==> src/rtl/instruction_encoder.sv <==
// RV32I instruction packer: turns decoded fields plus a signed immediate into a
// 32-bit word and streams it into instruction memory at an auto-incrementing address.
module instruction_encoder #(
  parameter int                    DATA_WIDTH = 32,
  parameter int                    ADDR_WIDTH = 32,
  parameter logic [ADDR_WIDTH-1:0] BASE_ADDR  = '0
) (
  input  logic                  clk,
  input  logic                  rst,
  input  logic                  clear_i,
  input  logic                  in_valid_i,
  output logic                  in_ready_o,
  input  logic [2:0]            fmt_i,
  input  logic [6:0]            opcode_i,
  input  logic [4:0]            rd_i,
  input  logic [4:0]            rs1_i,
  input  logic [4:0]            rs2_i,
  input  logic [2:0]            funct3_i,
  input  logic [6:0]            funct7_i,
  input  logic [DATA_WIDTH-1:0] imm_i,
  output logic                  wr_valid_o,
  input  logic                  wr_ready_i,
  output logic [ADDR_WIDTH-1:0] wr_addr_o,
  output logic [DATA_WIDTH-1:0] wr_data_o,
  output logic                  err_o,
  output logic [7:0]            err_cnt_o
);

  typedef enum logic [2:0] {
    FMT_R = 3'd0,
    FMT_I = 3'd1,
    FMT_S = 3'd2,
    FMT_B = 3'd3,
    FMT_U = 3'd4,
    FMT_J = 3'd5
  } fmt_e;

  logic                  wr_valid_q, wr_valid_d;
  logic [DATA_WIDTH-1:0] wr_data_q, wr_data_d;
  logic [ADDR_WIDTH-1:0] wr_addr_q, wr_addr_d;
  logic                  err_q, err_d;
  logic [7:0]            err_cnt_q, err_cnt_d;

  logic [31:0] enc_word;
  logic        enc_legal;
  logic        accept;
  logic        transfer;

  // Format packing and immediate range check; unknown formats stay illegal.
  always_comb begin
    enc_word  = '0;
    enc_legal = 1'b0;
    case (fmt_e'(fmt_i))
      FMT_R: begin
        enc_word  = {funct7_i, rs2_i, rs1_i, funct3_i, rd_i, opcode_i};
        enc_legal = 1'b1;
      end
      FMT_I: begin
        enc_word  = {imm_i[11:0], rs1_i, funct3_i, rd_i, opcode_i};
        enc_legal = (&imm_i[31:11]) | ~(|imm_i[31:11]);
      end
      FMT_S: begin
        enc_word  = {imm_i[11:5], rs2_i, rs1_i, funct3_i, imm_i[4:0], opcode_i};
        enc_legal = (&imm_i[31:11]) | ~(|imm_i[31:11]);
      end
      FMT_B: begin
        enc_word  = {imm_i[12], imm_i[10:5], rs2_i, rs1_i, funct3_i,
                     imm_i[4:1], imm_i[11], opcode_i};
        enc_legal = ((&imm_i[31:12]) | ~(|imm_i[31:12])) & ~imm_i[0];
      end
      FMT_U: begin
        enc_word  = {imm_i[31:12], rd_i, opcode_i};
        enc_legal = ~(|imm_i[11:0]);
      end
      FMT_J: begin
        enc_word  = {imm_i[20], imm_i[10:1], imm_i[11], imm_i[19:12], rd_i, opcode_i};
        enc_legal = ((&imm_i[31:20]) | ~(|imm_i[31:20])) & ~imm_i[0];
      end
      default: begin
        enc_word  = '0;
        enc_legal = 1'b0;
      end
    endcase
  end

  assign in_ready_o = ~clear_i & (~wr_valid_q | wr_ready_i);
  assign accept     = in_valid_i & in_ready_o;
  assign transfer   = wr_valid_q & wr_ready_i;

  // A new word loaded in the same cycle as a drain lands on the advanced address.
  always_comb begin
    wr_valid_d = wr_valid_q;
    wr_data_d  = wr_data_q;
    wr_addr_d  = wr_addr_q;
    err_d      = 1'b0;
    err_cnt_d  = err_cnt_q;
    if (clear_i) begin
      wr_valid_d = 1'b0;
      wr_data_d  = '0;
      wr_addr_d  = BASE_ADDR;
      err_cnt_d  = '0;
    end else begin
      if (transfer) begin
        wr_addr_d  = wr_addr_q + ADDR_WIDTH'(4);
        wr_valid_d = 1'b0;
      end
      if (accept && enc_legal) begin
        wr_valid_d = 1'b1;
        wr_data_d  = enc_word;
      end
      if (accept && !enc_legal) begin
        err_d = 1'b1;
        if (err_cnt_q != 8'hFF) begin
          err_cnt_d = err_cnt_q + 8'd1;
        end
      end
    end
  end

  always_ff @(posedge clk or posedge rst) begin
    if (rst) begin
      wr_valid_q <= 1'b0;
      wr_data_q  <= '0;
      wr_addr_q  <= BASE_ADDR;
      err_q      <= 1'b0;
      err_cnt_q  <= '0;
    end else begin
      wr_valid_q <= wr_valid_d;
      wr_data_q  <= wr_data_d;
      wr_addr_q  <= wr_addr_d;
      err_q      <= err_d;
      err_cnt_q  <= err_cnt_d;
    end
  end

  assign wr_valid_o = wr_valid_q;
  assign wr_data_o  = wr_data_q;
  assign wr_addr_o  = wr_addr_q;
  assign err_o      = err_q;
  assign err_cnt_o  = err_cnt_q;

endmodule

==> config.mk <==
export PLATFORM = sky130hd
export DESIGN_NAME = instruction_encoder
export DESIGN_NICKNAME = d
export VERILOG_FILES = /design/src/rtl/instruction_encoder.sv
export SDC_FILE = /design/constraint.sdc
export NUM_CORES = 1
export LEC_CHECK = 0
export BUFFER_PORTS_ARGS = -buffer_cell sky130_fd_sc_hd__buf_4
export CELL_PAD_IN_SITES_DETAIL_PLACEMENT = 0
export CELL_PAD_IN_SITES_GLOBAL_PLACEMENT = 2
export CORE_MARGIN = 1.5
export CORE_UTILIZATION = 31
export CTS_CLUSTER_DIAMETER = 150
export DETAILED_ROUTE_END_ITERATION = 10
export PLACE_DENSITY = 0.95
export SETUP_SLACK_MARGIN = 0.05
export SLEW_MARGIN = 15
export SYNTH_ARGS = -nofsm -noshare
export SYNTH_HDL_FRONTEND = slang
export SYNTH_SLANG_ARGS = --single-unit
==> constraint.sdc <==
create_clock -name clk -period 5.25 [get_ports clk]
set_clock_uncertainty 0.15 [all_clocks]
set_input_delay 0.525 -clock clk [delete_from_list [all_inputs] [get_ports clk]]
set_output_delay 0.525 -clock clk [all_outputs]
set_load 0.05 [all_outputs]
Word level (Yosys, flattened, before mapping)
Index checks and enable logic that the tools add are counted.

cells by class
  $add $sub $neg = 2
  equal/unequal tests = 6
  mux-type cells = 14
  bitwise logic cells = 16
  reductions and logical operators = 18

operators by type and width
  cell                     number
  $pmux W32 S6             1
  $mux W32                 4
  $add A32 B3 Y32 const B  1
  $mux W8                  3
  $reduce_or A12 Y1        2
  $reduce_and A21 Y1       1
  $reduce_or A21 Y1        1
  $reduce_and A20 Y1       1
  $reduce_or A20 Y1        1
  $reduce_and A12 Y1       1
  $add A8 B1 Y8 const B    1
  $ne A8 B8 Y1 const B     1
  $reduce_bool A2 Y1       4
  $not A1 Y1               7
  $eq A3 B2 Y1 const B     2
  $eq A3 B3 Y1 const B     2
  $and A1 B1 Y1            5
  $mux W1                  5
  $pmux W1 S5              1
  $or A1 B1 Y1             4
  $eq A3 B1 Y1 const B     1
  $logic_not A3 Y1         1
  $reduce_bool A3 Y1       1
  $logic_and A1 B1 Y1      2
  3 further kinds          3

storage, ports and cells
  register bits after elaboration = 74
  input port bits = 72
  output and inout bits = 75
  word-level logic and storage cells = 61

Logic depth before layout (Yosys ltp)
Gate-level depths: netlist of run 1.

  depth in word-level cells = 9
  mapped depth = 9

Worst setup path before layout of run 1
Ideal clock, no wire load.

  kind = reg-to-reg
  start point = reg wr_valid_q, in the netlist wr_valid_o
  end point = reg err_cnt_q[2], in the netlist err_cnt_o[2]
  setup time = 0.124 ns
  arrival = 2.490 ns
  path slack = 2.486 ns
  stages on the path, launching flop included = 8
  cell sequence = dfrtp_1 nand2b_1 nor2b_1 nand2_1 a31oi_1 o211ai_2 nor2b_1 a211o_1

on the way
  longest elaborated chain between the ends = 7

ends and longest elaborated chain
  item                          line  text
  from (decl)                   38    logic wr_valid_q, wr_valid_d;
  from (signal assigned)        128   wr_valid_q <= wr_valid_d;
  $not A1 Y1                    86    assign in_ready_o = ~clear_i & (~wr_valid_q | wr_ready_i);
  $or A1 B1 Y1                  86
  $and A1 B1 Y1                 86
  via in_ready_o                12    output logic in_ready_o,
  $and A1 B1 Y1                 87    assign accept = in_valid_i & in_ready_o;
  $logic_and A1 B1 Y1           111   if (accept && !enc_legal) begin
  $reduce_bool A2 Y1 (no line)  n/a
  $reduce_and A2 Y1 (no line)   n/a
  to (signal assigned)          132   err_cnt_q <= err_cnt_d;
  to (decl)                     42    logic [7:0] err_cnt_q, err_cnt_d;

The timed path passes the listed nets, and every way through them passes these cells.
A chain may end at the register's enable or synchronous reset.

Final worst setup path of run 1
  start point = in imm_i[15]
  end point = reg wr_data_q[31], in the netlist wr_data_o[31]

on the way
  longest elaborated chain between the ends = 7

ends and longest elaborated chain
  item                            line  text
  from (decl)                     20    input logic [DATA_WIDTH-1:0] imm_i,
  $reduce_or A20 Y1               69    enc_legal = ((&imm_i[31:12]) | ~(|imm_i[31:12])) & ~imm_i[0];
  $not A1 Y1                      69
  $or A1 B1 Y1                    69
  $and A1 B1 Y1                   69
  $pmux W1 S5 *                   53    case (fmt_e'(fmt_i))
  $logic_and A1 B1 Y1 *           107   if (accept && enc_legal) begin
  $reduce_bool A2 Y1 (no line) *  n/a
  to (signal assigned)            129   wr_data_q <= wr_data_d;
  to (decl)                       39    logic [DATA_WIDTH-1:0] wr_data_q, wr_data_d;

Mark *: on every way between the ends. The rest lies on a longest branch, timed or not.

==> flow_summary.json, run 1 <==
{
  "vias_per_cell": 4.86,
  "antenna_found_initial": 0,
  "drt_wl_total_mm": 11.3,
  "rsz0062_at_grt": "no",
  "clkSinkCount": 72,
  "tightestPinTransition_ps": 932,
  "yosysMostFrequentCell": "dfrtp_1",
  "grt_max_degree": 73,
  "start_util_pct": 32.2,
  "whs_ps": 284,
  "dr.pass1.iters": 4,
  "ys_async_sr_fraction_pct": 100,
  "cts_tree": "built",
  "critPathKind": "in2reg",
  "r2r_slack_ps": 2660,
  "die_w_microns": 118,
  "drt-initial-drc-count": 157,
  "power.leakage_nw": 2.83,
  "synthDominantCellAreaShare_pct": 43.9,
  "finalMaxSlewViolations": 0,
  "synth_warnings": 0,
  "worstRegToRegCells": 7,
  "crit_chain": "buf_4, or4_4, nor3_2, a32oi_1, maj3_2, o21ai_2, nand3_2, buf_4, mux2_2",
  "worst_path_most_repeated_cell": "buf_4",
  "finalPower_mw": 1.51,
  "r2r_end": "wr_addr_o[31]",
  "synth_cell_type_count": 48,
  "netlist_top_cells_area": "dfrtp_1, mux2i_1, nor2_1, nand2b_1, a21oi_1",
  "placed_cell_area_sq_mm": 0.00531,
  "p_per_area_mw_per_mm2": 266,
  "core_area_sq_mm": 0.0128,
  "yosys.area.top_type": "dfrtp_1",
  "fin_area_sq_mm": 0.00568,
  "fin_ws_ps": 2390,
  "num_rows": 41,
  "fillers": 1249,
  "die_y_microns": 118,
  "critPathBufInv": 2,
  "first_global_vias": 3583,
  "worst_path_dominant_cell_family": "simple AND/OR/NAND/NOR gates",
  "tns_ps": 0,
  "die_area_sq_mm": 0.0140,
  "cts_resized": 0,
  "clock_path_buffers": 2,
  "grt_pass1_wl_mm": 18.5,
  "worstPathMaxFanout": 26,
  "crit_path_max_incr_delay_ps": 530,
  "root_buffer": "clkbuf_16",
  "min_path_type": "in2reg",
  "grt.overflow.total": 0,
  "cts_buffers": 9,
  "grtUsageTotal_pct": 16.4,
  "gp_congestion": 0.804,
  "drv_cap": 0,
  "synthesis.area_sq_mm": 0.00411,
  "pre_cts_slack_ps": 2020,
  "syn2layout_area_growth_pct": 38.3,
  "dpl.cell_count": 730,
  "avgSynthCellArea_sq_um": 9.42,
  "ys.flop_type": "dfrtp_1",
  "clock_latency_ps": 330,
  "final.period_utilization_pct": 54.5,
  "outcome": "complete, no violations",
  "n_antenna_cell": 0,
  "finalHoldViolCount": 0,
  "ys_top_cells_by_count": "dfrtp_1, nor2_1, mux2i_1, a21oi_1, nand2b_1",
  "synth-edff-count": 0,
  "end_kind": "flip-flop",
  "clk_pin_slew_ps": 60,
  "ant_nets": 0,
  "drive_above_1_share_pct": 30.8,
  "vias": 3626,
  "cp.depth": 9,
  "num_io_pins": 147,
  "final_cells": 746,
  "htreeDepth": 3,
  "r2r_start": "wr_addr_o[10]",
  "peakVddDrop_mv": 0.141,
  "worstPathArrival_ps": 2930,
  "crit_slowest_cell": "or4_4",
  "nets": 643,
  "hpwl_mm": 8.37,
  "crit_path_start_kind": "primary input",
  "finalSetupViolCount": 0,
  "required_ps": 5320,
  "synth-seq-cells": 72,
  "syn_inst": 436,
  "fin_crit_ps": 2860,
  "holdBufCountCts": 0,
  "crit_start": "imm_i[15]",
  "slew_headroom_pct": 37.8,
  "drc": 0,
  "fmax_ghz": 0.350,
  "fin_util_pct": 44.5,
  "yosysSeqAreaShare_pct": 43.9,
  "avgRoutedWirePerCell_microns": 15.2,
  "post_cts_buffers": 0,
  "port_buffers": 144,
  "crit_path_end": "wr_data_o[31]"
}
==> state kept, by name, indices dropped and copies added, names as in the netlist <==
name and flops:
wr_valid_o 1, wr_data_o 32, err_cnt_o 8, wr_addr_o 30, err_o 1
==> cell families after synthesis <==
group / after synthesis / share of synthesized area, %
other: 1 / 0.0913
AOI/OAI and AO/OA: 69 / 10.0
DFF: 72 / 43.9
buffers and inverters: 33 / 3.50
muxes: 49 / 12.6
and+or+nand+nor: 187 / 24.3
xor gates and xnor gates: 22 / 4.69
adders and majority gates: 3 / 0.883
==> worst min path at each step <==
| stage | from | to | slack [ps] | cells past startpoint |
|---|---|---|---|---|
| global placement | wr_addr_o[31] | wr_addr_o[31] | 380 | 2 |
| CTS | opcode_i[0] | wr_data_o[0] | 270 | 2 |
| detailed placement | wr_addr_o[31] | wr_addr_o[31] | 390 | 2 |
| global route | opcode_i[0] | wr_data_o[0] | 280 | 2 |
| floorplan | in_valid_i | err_o | 510 | 2 |
| finish | opcode_i[3] | wr_data_o[3] | 280 | 2 |
==> cells in the final DEF, fill, tap and decap left out, types with 10 or more instances in the layout <==
| cell | netlist | final |
|---|---|---|
| buf_4 | 2 | 146 |
| dfrtp_1 | 72 | 72 |
| nor2_1 | 52 | 52 |
| mux2i_1 | 41 | 41 |
| a21oi_1 | 34 | 34 |
| nand2b_1 | 29 | 29 |
| nor2b_1 | 22 | 22 |
| nand2_1 | 20 | 20 |
| o21ai_0 | 15 | 15 |
| xor2_1 | 12 | 12 |
| nand3_1 | 10 | 10 |
| xnor2_1 | 10 | 10 |
==> layer usage <==
layer | routed length [microns] | vias to the layer above | GRT usage (%)
li1 | - | 1789 | -
met1 | 5200 | 1705 | 21.6
met2 | 5290 | 123 | 26.7
met3 | 729 | 9 | 4.99
met4 | 90 | 0 | 3.43
met5 | 0 | - | 0
==> report_power, final <==
part / total (mW) / internal, mW / switching, mW
sequential: 0.568 / 0.563 / 0.00599
clock: 0.760 / 0.526 / 0.235
combinational: 0.184 / 0.0758 / 0.108
total: 1.51 / 1.16 / 0.349
==> final cells by class <==
class                      instances  area, sq um  area share, %
sequential                        72         1800           31.7
timing repair buffer             146         1100           19.3
tap                              172          215           3.79
clock buffer                      11          243           4.27
multi-input combinational        332         2170           38.1
inverter                           8         30.0          0.529
clock inverter                     5          128           2.25
Power figures use the tool's default switching activity.
==> run 2, diff against run 1 <==
- CORE_UTILIZATION: 31 -> 29
- PLACE_DENSITY: 0.95 -> 0.92
- clock period: 5.25 -> 2.8 ns (I/O delays scaled with it)
==> run 2 against run 1 <==
Compared with the run above:
- die area grew 6.7%
- worst hold slack worse by 250 ps
- global-route usage shrank 0.21 points
- final cell count increased by 2.1%
- worst setup slack got worse by 2100 ps
- via count up 2.3%
- sequential power up 88%
- count of clock-buffer cells in the layout did not move
==> flow_summary.json, run 2 (synthesis gave the netlist of run 1 again) <==
{
  "dr.pass1.iters": 6,
  "cts_buffers": 9,
  "post_cts_buffers": 0,
  "final.period_utilization_pct": 89.5,
  "r2r_start": "wr_addr_o[10]",
  "peakVddDrop_mv": 0.248,
  "htreeDepth": 3,
  "syn2layout_area_growth_pct": 39.2,
  "grt_pass1_wl_mm": 18.9,
  "largest_reg_flops": 32,
  "critPathBufInv": 0,
  "clock_latency_ps": 320,
  "port_buffers": 144,
  "die_w_microns": 122,
  "num_rows": 43,
  "cts_resized": 0,
  "rsz0062_at_grt": "no",
  "fmax_ghz": 0.399,
  "drive_above_1_share_pct": 32.0,
  "finalPower_mw": 2.59,
  "num_io_pins": 147,
  "crit_path_start_kind": "flip-flop",
  "final_cell_mix": "buf_4, dfrtp_1, nor2_1, mux2i_1, a21oi_1",
  "clk_pin_slew_ps": 60,
  "finalHoldViolCount": 0,
  "nets": 651,
  "die_area_sq_mm": 0.0149,
  "outcome": "complete, no violations",
  "grt.overflow.total": 0,
  "first_global_vias": 3778,
  "hold_start": "opcode_i[3]",
  "start_util_pct": 29.7,
  "drt_wl_total_mm": 11.6,
  "cts_tree": "built",
  "ant_nets": 0,
  "root_buffer": "clkbuf_16",
  "layout_commonest_cell": "buf_4",
  "die_y_microns": 122,
  "power.leakage_nw": 2.85,
  "worstPathMaxFanout": 8,
  "crit_slowest_cell": "or4_1",
  "end_kind": "flip-flop",
  "p_per_area_mw_per_mm2": 453,
  "fin_util_pct": 41.4,
  "worstPathArrival_ps": 2600,
  "worst_path_dominant_cell_family": "simple AND/OR/NAND/NOR gates",
  "finalSetupViolCount": 0,
  "crit_chain": "and4_1, nand3_1, or2_1, or4_1, or3_1, a21oi_1",
  "tightestPinTransition_ps": 665,
  "crit_path_max_incr_delay_ps": 640,
  "crit_start": "wr_addr_o[10]",
  "slew_headroom_pct": 55.7,
  "vias": 3708,
  "drv_cap": 0,
  "clkSinkCount": 72,
  "min_path_type": "in2reg",
  "n_antenna_cell": 0,
  "antenna_found_initial": 0,
  "critPathKind": "reg2reg",
  "grtUsageTotal_pct": 16.2,
  "required_ps": 2900,
  "gp_congestion": 0.822,
  "avgRoutedWirePerCell_microns": 15.2,
  "core_area_sq_mm": 0.0138,
  "vias_per_cell": 4.87,
  "tns_ps": 0,
  "finalMaxSlewViolations": 0,
  "drc": 0,
  "clock_path_buffers": 2,
  "fin_crit_ps": 2510,
  "hpwl_mm": 8.81,
  "grt_max_degree": 67,
  "drt-initial-drc-count": 150
}
## run 2: cell count changes in the layout (fill, tap and decap cells not counted)
cell           before  now
buf_4             146  151
bufinv_16           4    1
clkinv_2            0    3
buf_12              0    2
clkbuf_1            1    0
clkbuf_8            1    2
clkinvlp_4          1    2
dlygate4sd3_1       0    1
inv_2               1    0
nor2b_1            22   21
nor2b_2             0    1
## run 2: cell type report
| type | count | area, sq um |
|---|---|---|
| fill | 1368 | 8110 |
| timing repair buffer | 154 | 1180 |
| multi-input combinational | 332 | 2170 |
| inverter | 8 | 31.3 |
| sequential | 72 | 1800 |
| tap | 180 | 225 |
| clock buffer | 11 | 253 |
| clock inverter | 5 | 55.1 |
## run 2: worst paths after layout
check | cells past startpoint | to | slack [ps]
worst min-delay path | 2 | wr_data_o[3] | 40
worst max-delay path | 6 | wr_addr_o[27] | 290
min in group asynchronous | 3 | wr_data_o[0] | 420
worst max register to register | 6 | wr_addr_o[27] | 290
worst min register to register | 2 | wr_data_o[20] | 390
max in group asynchronous | 4 | wr_addr_o[5] | 1450
## run 2: per-layer routing
layer / GRT usage, % / vias up / share of wire [%]
li1: - / 1797 / -
met5: 0 / - / 0
met3: 4.92 / 8 / 7.9
met4: 4.41 / 0 / 1.1
met2: 26.8 / 123 / 47
met1: 20.5 / 1780 / 44
## run 2: per-stage QoR
step | instances | area, sq um | worst slack (ps) | hold WS (ps)
final | 762 | 5720 | 294 | 37.1
after global routing | 762 | 5720 | 97.0 | 21.2
after CTS | 762 | 5720 | 273 | 17.1
after detailed placement | 745 | 5400 | 175 | 238
after global placement | 745 | 5400 | 205 | 229
after floorplan | 437 | 4110 | 137 | 267
## run 2: power breakdown
part | switching [mW] | internal (mW) | leakage [nW] | total [mW]
combinational | 0.209 | 0.151 | 1.70 | 0.360
clock | 0.428 | 0.735 | 0.148 | 1.16
sequential | 0.0110 | 1.05 | 1.00 | 1.07
total | 0.648 | 1.94 | 2.85 | 2.59
## run 2: timing repair
action,CTS,global route
setup endpoints to repair,0,0
endpoints found under the hold margin,32,0
hold buffers,1,0
## run 2: worst register-to-register path, cell delays in order, from the launching register on
cell and delay (ps):
dfrtp_1 430, and4_1 270, nand3_1 110, or2_1 310
or4_1 640, or3_1 360, a21oi_1 150
